$ cat src/rtl/sim_irq_watchdog_if.sv
// Watchdog bus: core status in, interrupt requests and run status out.
// master is the core/harness side, slave is the watchdog.
interface sim_irq_watchdog_if #(
  parameter int NUM_IRQ   = 1,
  parameter int OPCODE_W  = 32,
  parameter int TIMEOUT_W = 10
);
  logic                 ps_idle;
  logic [OPCODE_W-1:0]  pm_op;
  logic                 pcstk_ovf;
  logic [NUM_IRQ-1:0]   irq_en;
  logic [NUM_IRQ-1:0]   irq_ack;
  logic [NUM_IRQ-1:0]   irq;
  logic                 done;
  logic [1:0]           stop_code;
  logic                 halt_req;
  logic [TIMEOUT_W-1:0] cycle_cnt;

  modport master (
    output ps_idle, pm_op, pcstk_ovf,
    output irq_en, irq_ack,
    input  irq, done, stop_code,
    input  halt_req, cycle_cnt
  );

  modport slave (
    input  ps_idle, pm_op, pcstk_ovf,
    input  irq_en, irq_ack,
    output irq, done, stop_code,
    output halt_req, cycle_cnt
  );
endinterface

$ cat src/rtl/sim_irq_watchdog.sv
// Run monitor and pseudo-random interrupt source for core_top.
// Ends the run on FINISH, stack overflow or timeout, then halts.
module sim_irq_watchdog #(
  parameter int NUM_IRQ      = 1,
  parameter int CNT_W        = 3,
  parameter int TIMEOUT_W    = 10,
  parameter int DRAIN_CYCLES = 5,
  parameter int OPCODE_W     = 32,
  parameter logic [OPCODE_W-1:0] FINISH_MASK = 32'hFFC0_0000,
  parameter logic [OPCODE_W-1:0] FINISH_VAL  = 32'h0040_0000,
  parameter int IRQ_LEVEL    = 0,
  parameter logic [15:0] LFSR_SEED = 16'hACE1
) (
  input logic clk,
  input logic reset,
  sim_irq_watchdog_if.slave bus
);

  localparam int DW =
    (DRAIN_CYCLES > 1) ? $clog2(DRAIN_CYCLES) : 1;

  if (NUM_IRQ < 1 || NUM_IRQ > 8 ||
      NUM_IRQ * CNT_W > 16) begin : g_bad_irq
    $error("sim_irq_watchdog: bad NUM_IRQ/CNT_W");
  end
  if (DRAIN_CYCLES < 1) begin : g_bad_drain
    $error("sim_irq_watchdog: DRAIN_CYCLES < 1");
  end
  if (LFSR_SEED == 16'h0) begin : g_bad_seed
    $error("sim_irq_watchdog: zero LFSR_SEED");
  end

  typedef enum logic [1:0] {
    S_RUN   = 2'd0,
    S_DRAIN = 2'd1,
    S_HALT  = 2'd2
  } state_t;

  state_t               state_q, state_d;
  logic [15:0]          lfsr_q, lfsr_nxt;
  logic [TIMEOUT_W-1:0] cycle_q;
  logic [DW-1:0]        drain_q;
  logic [1:0]           stop_q, code;
  logic                 done_q, halt_q;
  logic [NUM_IRQ-1:0]   irq_q, irq_d;
  logic [CNT_W-1:0]     cnt_q [NUM_IRQ];
  logic [CNT_W-1:0]     cnt_d [NUM_IRQ];
  logic                 fin, tmo, term;

  assign fin  = (bus.pm_op & FINISH_MASK) == FINISH_VAL;
  assign tmo  = &cycle_q;
  assign term = (state_q == S_RUN) &&
                (fin || bus.pcstk_ovf || tmo);

  always_comb begin
    code = 2'b11;
    if (fin)                code = 2'b01;
    else if (bus.pcstk_ovf) code = 2'b10;
  end

  assign lfsr_nxt = {1'b0, lfsr_q[15:1]} ^
                    (lfsr_q[0] ? 16'hB400 : 16'h0000);

  always_ff @(posedge clk or negedge reset) begin
    if (!reset) state_q <= S_RUN;
    else        state_q <= state_d;
  end

  always_comb begin
    state_d = state_q;
    unique case (state_q)
      S_RUN:   if (term) state_d = S_DRAIN;
      S_DRAIN: if (drain_q == '0) state_d = S_HALT;
      S_HALT:  state_d = S_HALT;
      default: state_d = S_RUN;
    endcase
  end

  // A pending level irq parks its counter at 0 until acknowledged.
  always_comb begin
    cnt_d = cnt_q;
    irq_d = irq_q;
    for (int k = 0; k < NUM_IRQ; k++) begin
      if (state_q != S_RUN || term) begin
        irq_d[k] = 1'b0;
      end else if (!bus.irq_en[k]) begin
        irq_d[k] = 1'b0;
      end else if (IRQ_LEVEL != 0 && irq_q[k]) begin
        if (bus.irq_ack[k]) irq_d[k] = 1'b0;
        if (cnt_q[k] != '0 && bus.ps_idle)
          cnt_d[k] = cnt_q[k] - 1'b1;
      end else if (cnt_q[k] == '0) begin
        cnt_d[k] = lfsr_q[k*CNT_W +: CNT_W];
        irq_d[k] = bus.ps_idle;
      end else begin
        irq_d[k] = 1'b0;
        if (bus.ps_idle) cnt_d[k] = cnt_q[k] - 1'b1;
      end
    end
  end

  always_ff @(posedge clk or negedge reset) begin
    if (!reset) begin
      lfsr_q  <= LFSR_SEED;
      cycle_q <= '0;
      drain_q <= '0;
      stop_q  <= 2'b00;
      done_q  <= 1'b0;
      halt_q  <= 1'b0;
      irq_q   <= '0;
      cnt_q   <= '{default: '0};
    end else begin
      lfsr_q <= lfsr_nxt;
      irq_q  <= irq_d;
      cnt_q  <= cnt_d;
      if (state_q == S_RUN) begin
        if (term) begin
          stop_q  <= code;
          done_q  <= 1'b1;
          drain_q <= DW'(DRAIN_CYCLES - 1);
        end else begin
          cycle_q <= cycle_q + 1'b1;
        end
      end else if (state_q == S_DRAIN) begin
        if (drain_q == '0) halt_q  <= 1'b1;
        else               drain_q <= drain_q - 1'b1;
      end
    end
  end

  assign bus.irq       = irq_q;
  assign bus.done      = done_q;
  assign bus.stop_code = stop_q;
  assign bus.halt_req  = halt_q;
  assign bus.cycle_cnt = cycle_q;

endmodule

$ cat src/flat_wrapper.sv
// flat-port wrapper written by rule: the top's interface ports become plain ports
module sim_irq_watchdog_flat 
#(
  parameter int NUM_IRQ      = 1,
  parameter int CNT_W        = 3,
  parameter int TIMEOUT_W    = 10,
  parameter int DRAIN_CYCLES = 5,
  parameter int OPCODE_W     = 32,
  parameter logic [OPCODE_W-1:0] FINISH_MASK = 32'hFFC0_0000,
  parameter logic [OPCODE_W-1:0] FINISH_VAL  = 32'h0040_0000,
  parameter int IRQ_LEVEL    = 0,
  parameter logic [15:0] LFSR_SEED = 16'hACE1
)
  (clk, reset, bus_ps_idle, bus_pm_op, bus_pcstk_ovf, bus_irq_en, bus_irq_ack, bus_irq, bus_done, bus_stop_code, bus_halt_req, bus_cycle_cnt);
  sim_irq_watchdog_if #(.NUM_IRQ(NUM_IRQ), .OPCODE_W(OPCODE_W), .TIMEOUT_W(TIMEOUT_W)) bus_i ();
  input logic clk;
  input logic reset;
  input wire logic [$bits(bus_i.ps_idle)-1:0] bus_ps_idle;
  input wire logic [$bits(bus_i.pm_op)-1:0] bus_pm_op;
  input wire logic [$bits(bus_i.pcstk_ovf)-1:0] bus_pcstk_ovf;
  input wire logic [$bits(bus_i.irq_en)-1:0] bus_irq_en;
  input wire logic [$bits(bus_i.irq_ack)-1:0] bus_irq_ack;
  output wire logic [$bits(bus_i.irq)-1:0] bus_irq;
  output wire logic [$bits(bus_i.done)-1:0] bus_done;
  output wire logic [$bits(bus_i.stop_code)-1:0] bus_stop_code;
  output wire logic [$bits(bus_i.halt_req)-1:0] bus_halt_req;
  output wire logic [$bits(bus_i.cycle_cnt)-1:0] bus_cycle_cnt;
  assign bus_i.ps_idle = bus_ps_idle;
  assign bus_i.pm_op = bus_pm_op;
  assign bus_i.pcstk_ovf = bus_pcstk_ovf;
  assign bus_i.irq_en = bus_irq_en;
  assign bus_i.irq_ack = bus_irq_ack;
  assign bus_irq = bus_i.irq;
  assign bus_done = bus_i.done;
  assign bus_stop_code = bus_i.stop_code;
  assign bus_halt_req = bus_i.halt_req;
  assign bus_cycle_cnt = bus_i.cycle_cnt;
  sim_irq_watchdog #(.NUM_IRQ(NUM_IRQ), .CNT_W(CNT_W), .TIMEOUT_W(TIMEOUT_W), .DRAIN_CYCLES(DRAIN_CYCLES), .OPCODE_W(OPCODE_W), .FINISH_MASK(FINISH_MASK), .FINISH_VAL(FINISH_VAL), .IRQ_LEVEL(IRQ_LEVEL), .LFSR_SEED(LFSR_SEED)) u_core (.clk(clk), .reset(reset), .bus(bus_i));
endmodule
$ cat config.mk
export PLATFORM = sky130hd
export DESIGN_NAME = sim_irq_watchdog_flat
export DESIGN_NICKNAME = d
export VERILOG_FILES = /design/src/rtl/sim_irq_watchdog_if.sv /design/src/rtl/sim_irq_watchdog.sv /design/src/flat_wrapper.sv
export SDC_FILE = /design/constraint.sdc
export NUM_CORES = 1
export LEC_CHECK = 0
export CORE_ASPECT_RATIO = 1.2
export CORE_UTILIZATION = 46
export DETAILED_ROUTE_END_ITERATION = 8
export PLACE_DENSITY = 0.88
export SYNTH_ARGS = -nofsm -noshare
export SYNTH_HDL_FRONTEND = slang
export SYNTH_SLANG_ARGS = --single-unit
$ cat constraint.sdc
create_clock -name clk -period 2.9 [get_ports clk]
set_clock_uncertainty 0.2 [all_clocks]
set_input_delay 0.58 -clock clk [delete_from_list [all_inputs] [get_ports clk]]
set_output_delay 0.58 -clock clk [all_outputs]
set_load 0.01 [all_outputs]
==> impl_metrics.toml <==
[yosys]
synth-xor-area-share_pct = 6.60
syn_avg_cell_area_um2 = 12.9
synth_cell_types = 36
synth_common_cells = "dfrtp_1, inv_1, xor2_1"
synth_top_area_cell = "dfrtp_1"
async_flop_share_pct = 100
ys_ff_latch = 39
yosysMostFrequentCell = "dfrtp_1"
synth_top_area_share_pct = 45.0
synth_area_mm2 = 0.00173
yosysSeqAreaShare_pct = 57.1
synth_mux_area_share_pct = 3.12
synth_compound_area_share_pct = 10.6
yosys.area_share.adder_pct = 5.08
syn_inst = 134
syn-num-nets = 179
yosys_warnings = 0
synth_edf_count = 0
synth_top_family_by_area = "simple AND/OR/NAND/NOR gates"
synth_top_flop_cell = "dfrtp_1"
ys_top_cells_by_area = "dfrtp_1, dfstp_2, ha_1"
yosys.area_share.simple_pct = 13.9

[drt]
wl_met1_mm = 1.38
highest_layer = "met4"
initialDrtViolationCount = 41
wl_met2_mm = 1.73
viasPerCell = 5.66
ant_nets = 0
dr_wl_met3_um = 172
vias = 1206
routedWlPerCell_um = 15.9
drc_errors = 1
drt_wl_total_mm = 3.39
firstDrtPassIters = 6

[clock_tree]
ctsRootBufferMaster = "clkbuf_8"
cts_tree = "done"
cts_made_buffers = 5
clk_pin_slew_ns = 0.07
cts.sinks = 39
post_cts_resized = 0
clk_latency_ns = 0.29
cts_htree_levels = 2
hold_buffers = 0
post_cts_buffers = 0
clock_path_buffers = 2

[final_layout]
nFillCells = 269
area_delta_synth_final_pct = 26.0
multi_input_area_um2 = 678
nets = 218
final_area_mm2 = 0.00217
antenna_cells = 0
drive_gt1_share_pct = 17.8
ff_latch_area_um2 = 986

[sta]
rsz0062_at_grt = "false"
period_needed_ns = 2.37
worstMarginPinSlew_ns = 0.492
maxSlewViolCount = 0
relSlewSlack_pct = 67.2
finalSetupTns_ns = 0
final_hold_viol_count = 0
setup-violations-final = 0
finalCritPeriodShare_pct = 81.7
fmax_mhz = 422

[worst_setup_path]
crit_path_start_kind = "flip-flop"
worstPathRequired_ns = 2.88
critPathKind = "flip-flop to flip-flop"
worstPathArrival_ns = 2.34
crit_fanout = 12
r2r_end = "u_core.cnt_q[1]"
worstSetupEndpointType = "flip-flop"
r2r-start = "u_core.bus.cycle_cnt[0]"
rrSetupSlack_ns = 0.53
rr_worst_depth = 5

[min_path]
worst_hold_startpoint = "u_core.lfsr_q[8]"
whs_endpoint = "u_core.lfsr_q[7]"
whs_path_depth = 0
hold_path_class = "flip-flop to flip-flop"

[global_route]
gr-total-overflow = 0
grt_max_degree = 25
grt_pass1_vias = 1194
grt_usage_pct = 19.4
antenna_found_initial = 0
grt_pass1_wl_mm = 5.63

[floorplanning]
die_area_mm2 = 0.00400
rows = 24
initial_core_util_pct = 47.9
num_io_pins = 53
core_area_mm2 = 0.00360
die_h_um = 69.1
die_w_um = 57.9

[power_and_ir_drop]
ir_drop_mv = 0.303
power.density_mw_per_mm2 = 447
fin_total_pwr_uw = 972
p_leak_uw = 0.000952

[outcome]
violations = "design-rule violations"
outcome = "finished, violations left"

[flow_run]
drv_cap = 0

[placed_design]
portBuffers = 29
gp_congestion = 0.789
place_hpwl_mm = 2.45
place_area_mm2 = 0.00209
==> final cells by class <==
cell class	count	share of cell area, %
repair buffers	36	15.8
well taps	39	2.24
multi-input cells	81	31.2
flip-flops and latches	39	45.3
inverters	10	1.73
clock inverters	1	0.230
clock buffers	7	3.51
==> cells in the final DEF, fill, tap and decap left out, types with 2 or more instances in the layout <==
cell / Yosys / layout
a31oi_1: 4 / 4
nor4_2: 4 / 4
and3_1: 2 / 2
xnor2_1: 3 / 3
o21ai_0: 2 / 2
clkdlybuf4s50_1: 0 / 29
xor2_1: 10 / 10
inv_1: 10 / 10
buf_4: 0 / 7
clkbuf_1: 2 / 2
dfrtp_1: 31 / 31
a32oi_1: 2 / 2
ha_1: 7 / 7
nand4_1: 5 / 5
nor4_1: 3 / 3
mux2_1: 3 / 3
nor2_1: 2 / 2
clkbuf_8: 0 / 5
a21oi_1: 5 / 5
mux2i_1: 2 / 2
nor3_1: 3 / 3
dfstp_2: 8 / 8
nand2b_1: 3 / 3
nand3_1: 6 / 6
nand2_1: 3 / 3
==> registers in the layout (all words and copies together) (netlist names) <==
register              cells
u_core.bus.done           1
u_core.bus.halt_req       1
u_core.cnt_q              3
u_core.lfsr_q            16
u_core.bus.cycle_cnt     10
u_core.bus.stop_code      2
u_core.bus.irq            1
u_core.drain_q            3
u_core.state_q            2
==> worst max path at each step <==
stage	from	to	cells past startpoint
final	u_core.bus.cycle_cnt[0]	u_core.cnt_q[1]	5
after global routing	u_core.bus.cycle_cnt[0]	u_core.cnt_q[1]	5
after CTS	u_core.bus.cycle_cnt[0]	u_core.cnt_q[1]	5
after detailed placement	bus_pm_op[25]	u_core.bus.cycle_cnt[9]	6
after global placement	bus_pm_op[25]	u_core.bus.cycle_cnt[9]	6
after floorplan	u_core.bus.cycle_cnt[0]	u_core.cnt_q[1]	5
==> power breakdown <==
| group | leakage [µW] | switching (µW) | total [µW] | internal (µW) |
|---|---|---|---|---|
| registers | 0.000484 | 8.20 | 557 | 549 |
| clock network | 0.0000422 | 183 | 352 | 169 |
| logic | 0.000426 | 28.5 | 62.6 | 34.1 |
| total | 0.000952 | 220 | 972 | 752 |
==> metrics by stage <==
step / hold WS [ns] / setup WS, ns / cells / util, %
floorplan: 0.0844 / 0.747 / 134 / -
global placement: 0.138 / 0.353 / 205 / 58.1
detailed placement: 0.139 / 0.288 / 205 / 58.1
CTS: 0.149 / 0.542 / 213 / 60.3
global route: 0.167 / 0.444 / 213 / 60.3
finish: 0.149 / 0.532 / 213 / 60.3
==> cells by family after synthesis <==
group | Yosys count
compound gates | 21
xor+xnor | 13
fa+ha+maj | 7
buf+inv | 14
flops | 39
mux | 5
simple gates | 35
==> per-layer routing <==
| metal | vias up | track usage [%] |
|---|---|---|
| met4 | 0 | 11.6 |
| li1 | 561 | - |
| met3 | 10 | 6.00 |
| met1 | 597 | 24.0 |
| met2 | 38 | 29.4 |
| met5 | - | 0 |
==> critical path: stages, from the launching register on <==
cell and delay, ns:
dfrtp_1 0.42, ha_1 0.30, and3_1 0.24, a41o_4 0.37
a2111oi_4 0.37, mux2_1 0.36
No activity file was read; power rests on OpenSTA's default activity.
